===== src/rtl/referee_merge_pkg.sv =====
// Shared types and constants for the egress referee (4 channel FIFOs -> 1 output FIFO).
// Latency: none, package only.
// Backpressure: none, package only.
package referee_pkg;

  // Number of virtual channels merged and the width of a channel index.
  localparam int NUM_VC     = 4;
  localparam int VC_W       = 2;

  // Default word width of the channel FIFOs and of the merged output.
  localparam int DEF_DATA_W = 12;

  // Grant / channel index.
  typedef logic [VC_W-1:0] vc_idx_t;

  // One-hot strobe vector for the channel FIFO read ports.
  typedef logic [NUM_VC-1:0] vc_mask_t;

  // Binary index -> one-hot strobe vector.
  function automatic vc_mask_t idx_to_onehot(input vc_idx_t idx);
    vc_mask_t oh;
    oh      = '0;
    oh[idx] = 1'b1;
    return oh;
  endfunction

  // One-hot (or all-zero) strobe vector -> binary index.
  // OR-reduction form, so an all-zero vector encodes to 0.
  function automatic vc_idx_t onehot_to_idx(input vc_mask_t oh);
    vc_idx_t idx;
    idx = '0;
    for (int i = 0; i < NUM_VC; i++) begin
      if (oh[i]) begin
        idx = idx | vc_idx_t'(i);
      end
    end
    return idx;
  endfunction

endpackage


===== src/rtl/referee_merge_rr_pick4.sv =====
// Combinational round-robin picker: first set request after the pointer, scanning ptr+1 .. ptr+4.
// Latency: purely combinational, zero cycles.
// Backpressure: none here; the caller qualifies found_o with its own stall. Macro REFEREE_MERGE_PRIO0_EN gives request 0 strict priority.
module rr_pick4
  import referee_pkg::*;
(
  input  vc_mask_t req_i,
  input  vc_idx_t  ptr_i,
  output logic     found_o,
  output vc_idx_t  idx_o
);

  vc_mask_t rr_req;
  vc_mask_t rot;
  vc_idx_t  start;
  vc_idx_t  off;
  logic     rr_found;

  // Requests that take part in the rotation; with the priority option channel 0 never rotates.
  always_comb begin
    rr_req = req_i;
`ifdef REFEREE_MERGE_PRIO0_EN
    rr_req[0] = 1'b0;
`endif
  end

  // Rotate the request vector so that bit 0 is the channel right after the pointer.
  always_comb begin
    start = ptr_i + 2'd1;
    rot   = '0;
    for (int j = 0; j < NUM_VC; j++) begin
      rot[j] = rr_req[start + vc_idx_t'(j)];
    end
  end

  // Lowest set bit of the rotated vector is the winner's offset from start.
  always_comb begin
    rr_found = 1'b0;
    off      = '0;
    for (int j = NUM_VC - 1; j >= 0; j--) begin
      if (rot[j]) begin
        rr_found = 1'b1;
        off      = vc_idx_t'(j);
      end
    end
  end

  // Final pick: rotation winner, overridden by channel 0 when it has strict priority.
  always_comb begin
    found_o = rr_found;
    idx_o   = start + off;
`ifdef REFEREE_MERGE_PRIO0_EN
    if (req_i[0]) begin
      found_o = 1'b1;
      idx_o   = '0;
    end
`endif
  end

endmodule


===== src/rtl/referee_merge.sv =====
// Round-robin merge of four channel FIFOs into one output FIFO, tagging each word with its channel.
// Latency: grant decided at edge k -> pop in cycle k+1 -> push/data_out in cycle k+3 (pop-to-push 2 cycles).
// Backpressure: almost_full blocks new grants only; up to 2 in-flight words still push. Macro REFEREE_MERGE_PRIO0_EN makes channel 0 strict priority.
module referee_merge
  import referee_pkg::*;
#(
  parameter int DATA_W = DEF_DATA_W
) (
  input  logic              clk,
  input  logic              reset,
  input  logic              empty_0,
  input  logic              empty_1,
  input  logic              empty_2,
  input  logic              empty_3,
  input  logic [DATA_W-1:0] data_in_0,
  input  logic [DATA_W-1:0] data_in_1,
  input  logic [DATA_W-1:0] data_in_2,
  input  logic [DATA_W-1:0] data_in_3,
  input  logic              almost_full,
  output logic              pop_0,
  output logic              pop_1,
  output logic              pop_2,
  output logic              pop_3,
  output logic              push,
  output logic [DATA_W-1:0] data_out,
  output logic [1:0]        vc_out
);

  // Grant stage state.
  vc_mask_t          pop_q, pop_d;
  vc_idx_t           last_grant_q, last_grant_d;

  // Read pipeline: which channel was popped last cycle.
  logic              vld_d1_q, vld_d1_d;
  vc_idx_t           sel_d1_q, sel_d1_d;

  // Output registers.
  logic              push_q, push_d;
  logic [DATA_W-1:0] data_out_q, data_out_d;
  vc_idx_t           vc_out_q, vc_out_d;

  // Flattened channel inputs.
  vc_mask_t          empty_vec;
  vc_mask_t          elig;
  logic [DATA_W-1:0] data_in_arr [NUM_VC];

  logic              grant_found;
  vc_idx_t           grant_idx;
  logic              grant_vld;

  assign empty_vec      = {empty_3, empty_2, empty_1, empty_0};
  assign data_in_arr[0] = data_in_0;
  assign data_in_arr[1] = data_in_1;
  assign data_in_arr[2] = data_in_2;
  assign data_in_arr[3] = data_in_3;

  // A channel popped this cycle still shows its pre-pop empty flag, so it sits out one cycle.
  assign elig      = ~empty_vec & ~pop_q;

  rr_pick4 u_pick (
    .req_i   (elig),
    .ptr_i   (last_grant_q),
    .found_o (grant_found),
    .idx_o   (grant_idx)
  );

  assign grant_vld = grant_found & ~almost_full;

  // Grant decision: next pop strobe and round-robin pointer update.
  always_comb begin
    pop_d        = '0;
    last_grant_d = last_grant_q;
    if (grant_vld) begin
      pop_d = idx_to_onehot(grant_idx);
`ifdef REFEREE_MERGE_PRIO0_EN
      // Priority grants to channel 0 leave the rotation among 1..3 undisturbed.
      if (grant_idx != '0) begin
        last_grant_d = grant_idx;
      end
`else
      last_grant_d = grant_idx;
`endif
    end
  end

  // Read pipeline: remember which channel's data arrives next cycle.
  always_comb begin
    vld_d1_d = |pop_q;
    sel_d1_d = onehot_to_idx(pop_q);
  end

  // Capture: push the arriving word with its channel tag, otherwise hold the last word.
  always_comb begin
    push_d     = vld_d1_q;
    data_out_d = data_out_q;
    vc_out_d   = vc_out_q;
    if (vld_d1_q) begin
      data_out_d = data_in_arr[sel_d1_q];
      vc_out_d   = sel_d1_q;
    end
  end

  // Grant stage registers; pointer resets to 3 so channel 0 is served first.
  always_ff @(posedge clk or posedge reset) begin
    if (reset) begin
      pop_q        <= '0;
      last_grant_q <= vc_idx_t'(NUM_VC - 1);
    end else begin
      pop_q        <= pop_d;
      last_grant_q <= last_grant_d;
    end
  end

  // Read pipeline registers; in-flight words are dropped by reset.
  always_ff @(posedge clk or posedge reset) begin
    if (reset) begin
      vld_d1_q <= 1'b0;
      sel_d1_q <= '0;
    end else begin
      vld_d1_q <= vld_d1_d;
      sel_d1_q <= sel_d1_d;
    end
  end

  // Output registers toward the output FIFO.
  always_ff @(posedge clk or posedge reset) begin
    if (reset) begin
      push_q     <= 1'b0;
      data_out_q <= '0;
      vc_out_q   <= '0;
    end else begin
      push_q     <= push_d;
      data_out_q <= data_out_d;
      vc_out_q   <= vc_out_d;
    end
  end

  assign pop_0    = pop_q[0];
  assign pop_1    = pop_q[1];
  assign pop_2    = pop_q[2];
  assign pop_3    = pop_q[3];
  assign push     = push_q;
  assign data_out = data_out_q;
  assign vc_out   = vc_out_q;

endmodule


===== config.mk =====
export PLATFORM = sky130hd
export DESIGN_NAME = referee_merge
export DESIGN_NICKNAME = d
export VERILOG_FILES = /design/src/rtl/referee_merge_pkg.sv /design/src/rtl/referee_merge_rr_pick4.sv /design/src/rtl/referee_merge.sv
export SDC_FILE = /design/constraint.sdc
export NUM_CORES = 1
export LEC_CHECK = 0
export ABC_AREA = 1
export CAP_MARGIN = 10
export CELL_PAD_IN_SITES_DETAIL_PLACEMENT = 0
export CELL_PAD_IN_SITES_GLOBAL_PLACEMENT = 1
export CORE_MARGIN = 2
export CORE_UTILIZATION = 40
export CTS_CLUSTER_SIZE = 14
export DETAILED_ROUTE_END_ITERATION = 10
export DONT_BUFFER_PORTS = 1
export PLACE_DENSITY_LB_ADDON = 0.08
export SLEW_MARGIN = 20
export SYNTH_ARGS = -nofsm -noshare
export SYNTH_HDL_FRONTEND = slang
export SYNTH_SLANG_ARGS = --single-unit

===== constraint.sdc =====
create_clock -name clk -period 4.1 [get_ports clk]
set_input_delay 0.615 -clock clk [delete_from_list [all_inputs] [get_ports clk]]
set_output_delay 0.615 -clock clk [all_outputs]
set_load 0.005 [all_outputs]

Word-level counts from Yosys, hierarchy flattened
Cells that the tools add are included.

storage, ports and cells
  RAM bits = 0
  latch bits = 0
  output and inout bits = 19
  word-level logic and storage cells = 52
  memories = 0
  memory bits (read-only) = 0
  input bits = 55
  register bits = 24

operators by class
  div/mod/pow operators = 0
  bitwise operators = 6
  add/sub/neg operators = 5
  order comparisons = 7
  reduce and logical (&&, ||, !) cells = 2
  equality and inequality tests = 0
  $mul = 0
  shift-type cells = 0
  mux-type cells = 25

operators by type and width
  cell                                                                count
  binary-select mux 12 bit (select 2 bit)                             1
  two-way mux 12 bit                                                  2
  less-than comparator 2 x 3 -> 1 bit (second input constant)         5
  two-way mux 2 bit                                                   6
  two-way mux 1 bit                                                   10
  binary-select mux 1 bit (select 2 bit)                              4
  NOT 4 bit                                                           2
  adder 2 x 1 -> 2 bit (second input constant)                        2
  adder 2 bit (second input constant)                                 2
  bitwise AND 4 bit                                                   1
  two-way mux 4 bit                                                   1
  OR reduction 4 bit                                                  1
  greater-or-equal comparator 3 bit (second input constant)           1
  NOT 2 -> 3 bit                                                      1
  adder 2 bit                                                         1
  demux 1 bit (select 2 bit)                                          1
  greater-or-equal comparator 2 x 1 -> 1 bit (second input constant)  1
  bitwise AND 1 bit                                                   1
  logical AND 1 bit                                                   1
  NOT 1 bit                                                           1

Logic depth before layout (Yosys ltp)
  depth after elaboration = 14
  gate-level depth with buffers = 13
  depth with buffers taken out = 13

Cells and area by module
Synthesis repeated with hierarchy kept, for this count alone.

second synthesis, totals
  cells, all modules = 249
  area total of the unflattened synthesis = 1622.8 sq um

modules (own cells, without submodules)
  module         seq. area each (sq um)  area each (sq um)  cells an instance  times used
  referee_merge  603.1                   1353.8             193                1
  rr_pick4       0.0                     269.0              56                 1

Worst setup path before layout
Ideal clock, no wire load.

  path type = input to register
  start point = in empty_0
  end point = reg pop_q[3]
  setup slack = 2193 ps
  stages = 12
  path buffers = 0
  library setup time = 71 ps
  data required time = 4029 ps
  arrival = 1835 ps
  path through = nor2_1 > nand2_1 > nand3_1 > nand2_2 > nand3_1 > a21oi_1 > ha_1 > xor2_1 > inv_1 > nand2_4 > nand3_1 > nor2_1

on the way
  cells in the longest elaborated chain, start to end = 14
  elaborated cells on any way between the ends = 26
  those cells by class = add/sub: 1; order compare: 2; mux: 19; bitwise: 3; reduce/logical: 1

ends and longest elaborated chain
  element                                                                                                                  line                          source
  from (decl)                                                                                                              referee_merge.sv:11           input logic empty_0,
  NOT 4 bit (*)                                                                                                            referee_merge.sv:58           assign elig = ~empty_vec & ~pop_q;
  bitwise AND 4 bit (*)                                                                                                    referee_merge.sv:58
  binary-select mux 1 bit (select 2 bit)                                                                                   referee_merge_rr_pick4.sv:32  rot[j] = rr_req[start + vc_idx_t'(j)];
  two-way mux 1 bit (not written as such)                                                                                  referee_merge_rr_pick4.sv:32
  two-way mux 2 bit (4 in a row)                                                                                           referee_merge_rr_pick4.sv:41  if (rot[j]) begin
  adder 2 bit                                                                                                              referee_merge_rr_pick4.sv:51  idx_o = start + off;
  less-than comparator 2 x 3 -> 1 bit (not written as such) or greater-or-equal comparator 2 x 1 -> 1 bit (tied branches)  referee_merge_pkg.sv:23       oh[idx] = 1'b1;
  logical AND 1 bit (not written as such)                                                                                  referee_merge_pkg.sv:23
  two-way mux 1 bit (not written as such)                                                                                  referee_merge_pkg.sv:23
  demux 1 bit (select 2 bit)                                                                                               referee_merge_pkg.sv:23
  two-way mux 4 bit (*)                                                                                                    referee_merge.sv:73           if (grant_vld) begin
  named net pop_d[3]                                                                                                       referee_merge.sv:30           vc_mask_t pop_q, pop_d;
  to (signal assigned)                                                                                                     referee_merge.sv:109          pop_q <= pop_d;
  to (decl)                                                                                                                referee_merge.sv:30

The timed path passes the listed nets; every way through them passes the cells marked *. The select of a mux whose other input is x is not followed.
A chain may end at the register's enable or synchronous reset.

Worst setup path in the final report
  start point = reg last_grant_q[0]
  end point = reg pop_q[2]

on the way
  cells in the longest elaborated chain, start to end = 14
  elaborated cells on any way between the ends = 28
  those cells by class = add/sub: 5; order compare: 2; mux: 19; bitwise: 1; reduce/logical: 1

ends and longest elaborated chain
  element                                                                                                                  line                          source
  from (decl)                                                                                                              referee_merge.sv:31           vc_idx_t last_grant_q, last_grant_d;
  from (signal assigned)                                                                                                   referee_merge.sv:107          last_grant_q <= vc_idx_t'(NUM_VC - 1);
  from (signal assigned)                                                                                                   referee_merge.sv:110          last_grant_q <= last_grant_d;
  adder 2 x 1 -> 2 bit (*)                                                                                                 referee_merge_rr_pick4.sv:29  start = ptr_i + 2'd1;
  adder 2 bit                                                                                                              referee_merge_rr_pick4.sv:32
  binary-select mux 1 bit (select 2 bit)                                                                                   referee_merge_rr_pick4.sv:32
  two-way mux 1 bit (not written as such)                                                                                  referee_merge_rr_pick4.sv:32
  two-way mux 2 bit (4 in a row)                                                                                           referee_merge_rr_pick4.sv:41
  adder 2 bit                                                                                                              referee_merge_rr_pick4.sv:51
  less-than comparator 2 x 3 -> 1 bit (not written as such) or greater-or-equal comparator 2 x 1 -> 1 bit (tied branches)  referee_merge_pkg.sv:23
  logical AND 1 bit (not written as such)                                                                                  referee_merge_pkg.sv:23
  two-way mux 1 bit (not written as such)                                                                                  referee_merge_pkg.sv:23
  demux 1 bit (select 2 bit)                                                                                               referee_merge_pkg.sv:23
  two-way mux 4 bit (*)                                                                                                    referee_merge.sv:73
  named net pop_d[2]                                                                                                       referee_merge.sv:30

Marked as above.

==> flow_metrics.tcl <==
set metrics [dict create \
    status "finished, final reports clean" \
    yosysSeqAreaShare_pct 40.17 \
    fin_tns_setup_ns 0 \
    crit_path_start "last_grant_q[0]" \
    wl_um 3784 \
    row_count 22 \
    maxCapViolCount 0 \
    postCtsSetupBuffers 0 \
    io_buffers 0 \
    setup_viol 0 \
    ir_drop_uv 461.2 \
    insertion_delay_ns 0.27 \
    power_density_nw_per_um2 924.3 \
    areaGrowthSynthToFinish_pct 6.167 \
    synth_area_leaders "dfrtp_1 37%, nor2_1 17%, o21ai_0 8.7%" \
    cts_tree "built" \
    grt_pass1_wl_um 6251 \
    cpPeakStageDelay_ns 0.62 \
    yosysTopAreaCell "dfrtp_1" \
    start_kind "flip-flop" \
    antenna_found_initial 0 \
    drive_gt1_share_pct 15.46 \
    grt_overflow_total 0 \
    path_max_fanout 7 \
    synthAdderAreaFrac_pct 0.8333 \
    fmax_ghz 0.4769 \
    ant_nets 0 \
    path_cells "nand2_1, nand2_2, nand3_1, nand2_2, nand3_1, a21oi_1, ha_1, xor2_1, inv_1, nand2_4, nand3_1, nor2_1" \
    yosys.area_share.simple_pct 37.92 \
    ys_ff_latch 24 \
    clock-sinks 24 \
    gp_congestion 0.9613 \
    post-route-min-period_ns 2.097 \
    hold_buffers 0 \
    clk_pin_slew_ns 0.09 \
    critPathCaptureType "flip-flop" \
    syn_area_per_cell_sq_um 7.049 \
    reg2reg_depth 12 \
    yosys.cell_types.count 22 \
    final_area_sq_um 1594 \
    cp.buffers_inverters 1 \
    ff2ff_setup_slack_ns 2.00 \
    muxShareOfSynthArea_pct 0 \
    p_leak_uw 0.0007292 \
    first_pass_iters 4 \
    period_share_pct 51.15 \
    r2r_start "last_grant_q[0]" \
    cts_buffers 3 \
    fin_skew_ns 0.001672 \
    io_pins 74 \
    cpMaxStageDelayCell "dfstp_2" \
    h-tree-depth 1 \
    synth_top_cell_area_share_pct 36.67 \
    clk_path_buf_depth 2 \
    syn-num-nets 269 \
    finalMaxSlewViolations 0 \
    grt_max_degree 27 \
    die_y_um 65.27 \
    relSlewSlack_pct 38.53 \
    wl_per_cell_um 14.84 \
    dieArea_sq_um 4260 \
    final_nets 264 \
    synth_cells 213 \
    synthXorXnorAreaFrac_pct 0.5833 \
    floorplan.initialDensity_pct 41.32 \
    post_cts_resized 0 \
    cp.arrival_ns 2.30 \
    hold_violations 0 \
    crit_family "simple AND/OR/NAND/NOR gates" \
    r2r-end "pop_q[2]" \
    crit_type "flip-flop to flip-flop" \
    min_path_type "primary input to asynchronous set/reset pin" \
    viasPerCell 5.490 \
    chipWidth_um 65.27 \
    place_area_sq_um 1523 \
    place_hpwl_um 2877 \
    coreArea_sq_um 3633 \
    grt.total_usage_pct 18.48 \
    grt_pass1_vias 1392 \
    rsz0062_at_grt "no" \
    cpMostUsedCell "nand3_1" \
    num_vias 1400 \
    worst-slew-pin-transition_ns 0.9211 \
    drt_iter0_markers 40 \
    netlist_area_sq_um 1501 \
    final_util_pct 43.87 \
    synth_top_family_by_area "simple AND/OR/NAND/NOR gates" \
    synth_compound_area_share_pct 15.00 \
    root_buffer "clkbuf_8" \
    insertedDiodeCount 0 \
    crit_required_ns 4.31 \
    drc_errors 0 \
    yosysWarnings 0 \
]
==> final cells by class <==
type                            count  area (sq um)
Sequential cell                    24         603.1
Multi-Input combinational cell    168         815.8
Clock buffer                        3         41.29
Clock inverter                      1         30.03
Fill cell                         385          2039
Tap cell                           48         60.06
Inverter                           11         43.79
==> per-layer routing <==
metal | routed length (um) | part of all wire [%] | global-route usage [%] | vias to the layer above
met5 | 0 | 0 | 0 | -
met4 | 36 | 0.95 | 2.865 | 0
met3 | 349 | 9.2 | 6.678 | 4
met2 | 1768 | 47 | 30.23 | 55
met1 | 1631 | 43 | 23.91 | 654
li1 | - | - | - | 687
==> stage by stage <==
step	total power, uW	hold slack (ns)	setup WS (ns)	instances
final	1473	0.4344	2.003	255
after global routing	1622	0.4725	1.822	255
after CTS	1487	0.4637	1.993	255
after detailed placement	1272	0.5034	1.966	251
after global placement	1247	0.5036	2.042	251
after floorplan	1123	0.3519	2.193	213
==> cells in the mapped netlist, drive strengths merged <==
master	number
a21oi	3
a31oi	12
buf	1
clkbuf	9
dfrtp	22
dfstp	2
ha	1
inv	11
nand2	37
nand3	15
nor2	69
o21ai	27
or2	2
or3	1
xor2	1
==> kinds of logic after synthesis <==
| logic type | after synthesis |
|---|---|
| AND/OR/NAND/NOR | 124 |
| adder cells (fa/ha/maj) | 1 |
| AO/OA/AOI/OAI | 42 |
| buffers and inverters | 21 |
| flip-flops | 24 |
| XOR/XNOR | 1 |
==> flip-flops by register name (all words and copies together) (netlist names) <==
register      count
last_grant_q      2
data_out         12
push_d            1
pop_q             4
sel_d1_q          2
push              1
vc_out            2
==> cell usage in the layout (no fill, tap or decap) <==
| cell type | synthesis | routed |
|---|---|---|
| a21oi_1 | 3 | 3 |
| a31oi_1 | 12 | 12 |
| bufinv_16 | 0 | 1 |
| clkbuf_8 | 0 | 3 |
| dfrtp_1 | 22 | 22 |
| dfstp_2 | 2 | 2 |
| ha_1 | 1 | 1 |
| inv_1 | 7 | 7 |
| inv_2 | 3 | 3 |
| inv_4 | 1 | 1 |
| nand2_1 | 21 | 21 |
| nand2_2 | 14 | 14 |
| nand2_4 | 2 | 2 |
| nand3_1 | 14 | 14 |
| nand3_2 | 1 | 1 |
| nor2_1 | 66 | 66 |
| nor2_4 | 3 | 3 |
| o21ai_0 | 26 | 26 |
| o21ai_1 | 1 | 1 |
| or2_2 | 2 | 2 |
| or3_1 | 1 | 1 |
| xor2_1 | 1 | 1 |
==> power breakdown <==
part / internal [uW] / switching [uW]
Clock: 131 / 77.0
Sequential: 352 / 166
Combinational: 279 / 469
Total: 761 / 712
==> how the worst max path moves through the flow <==
stage | endpoint | slack [ns] | cells past startpoint
finish | pop_q[2] | 2.00 | 12
global route | pop_q[3] | 1.82 | 12
CTS | pop_q[2] | 1.99 | 12
detailed placement | pop_q[2] | 1.97 | 12
global placement | pop_q[3] | 2.04 | 12
floorplan | pop_q[3] | 2.19 | 12
Power figures use the tool's default switching activity.
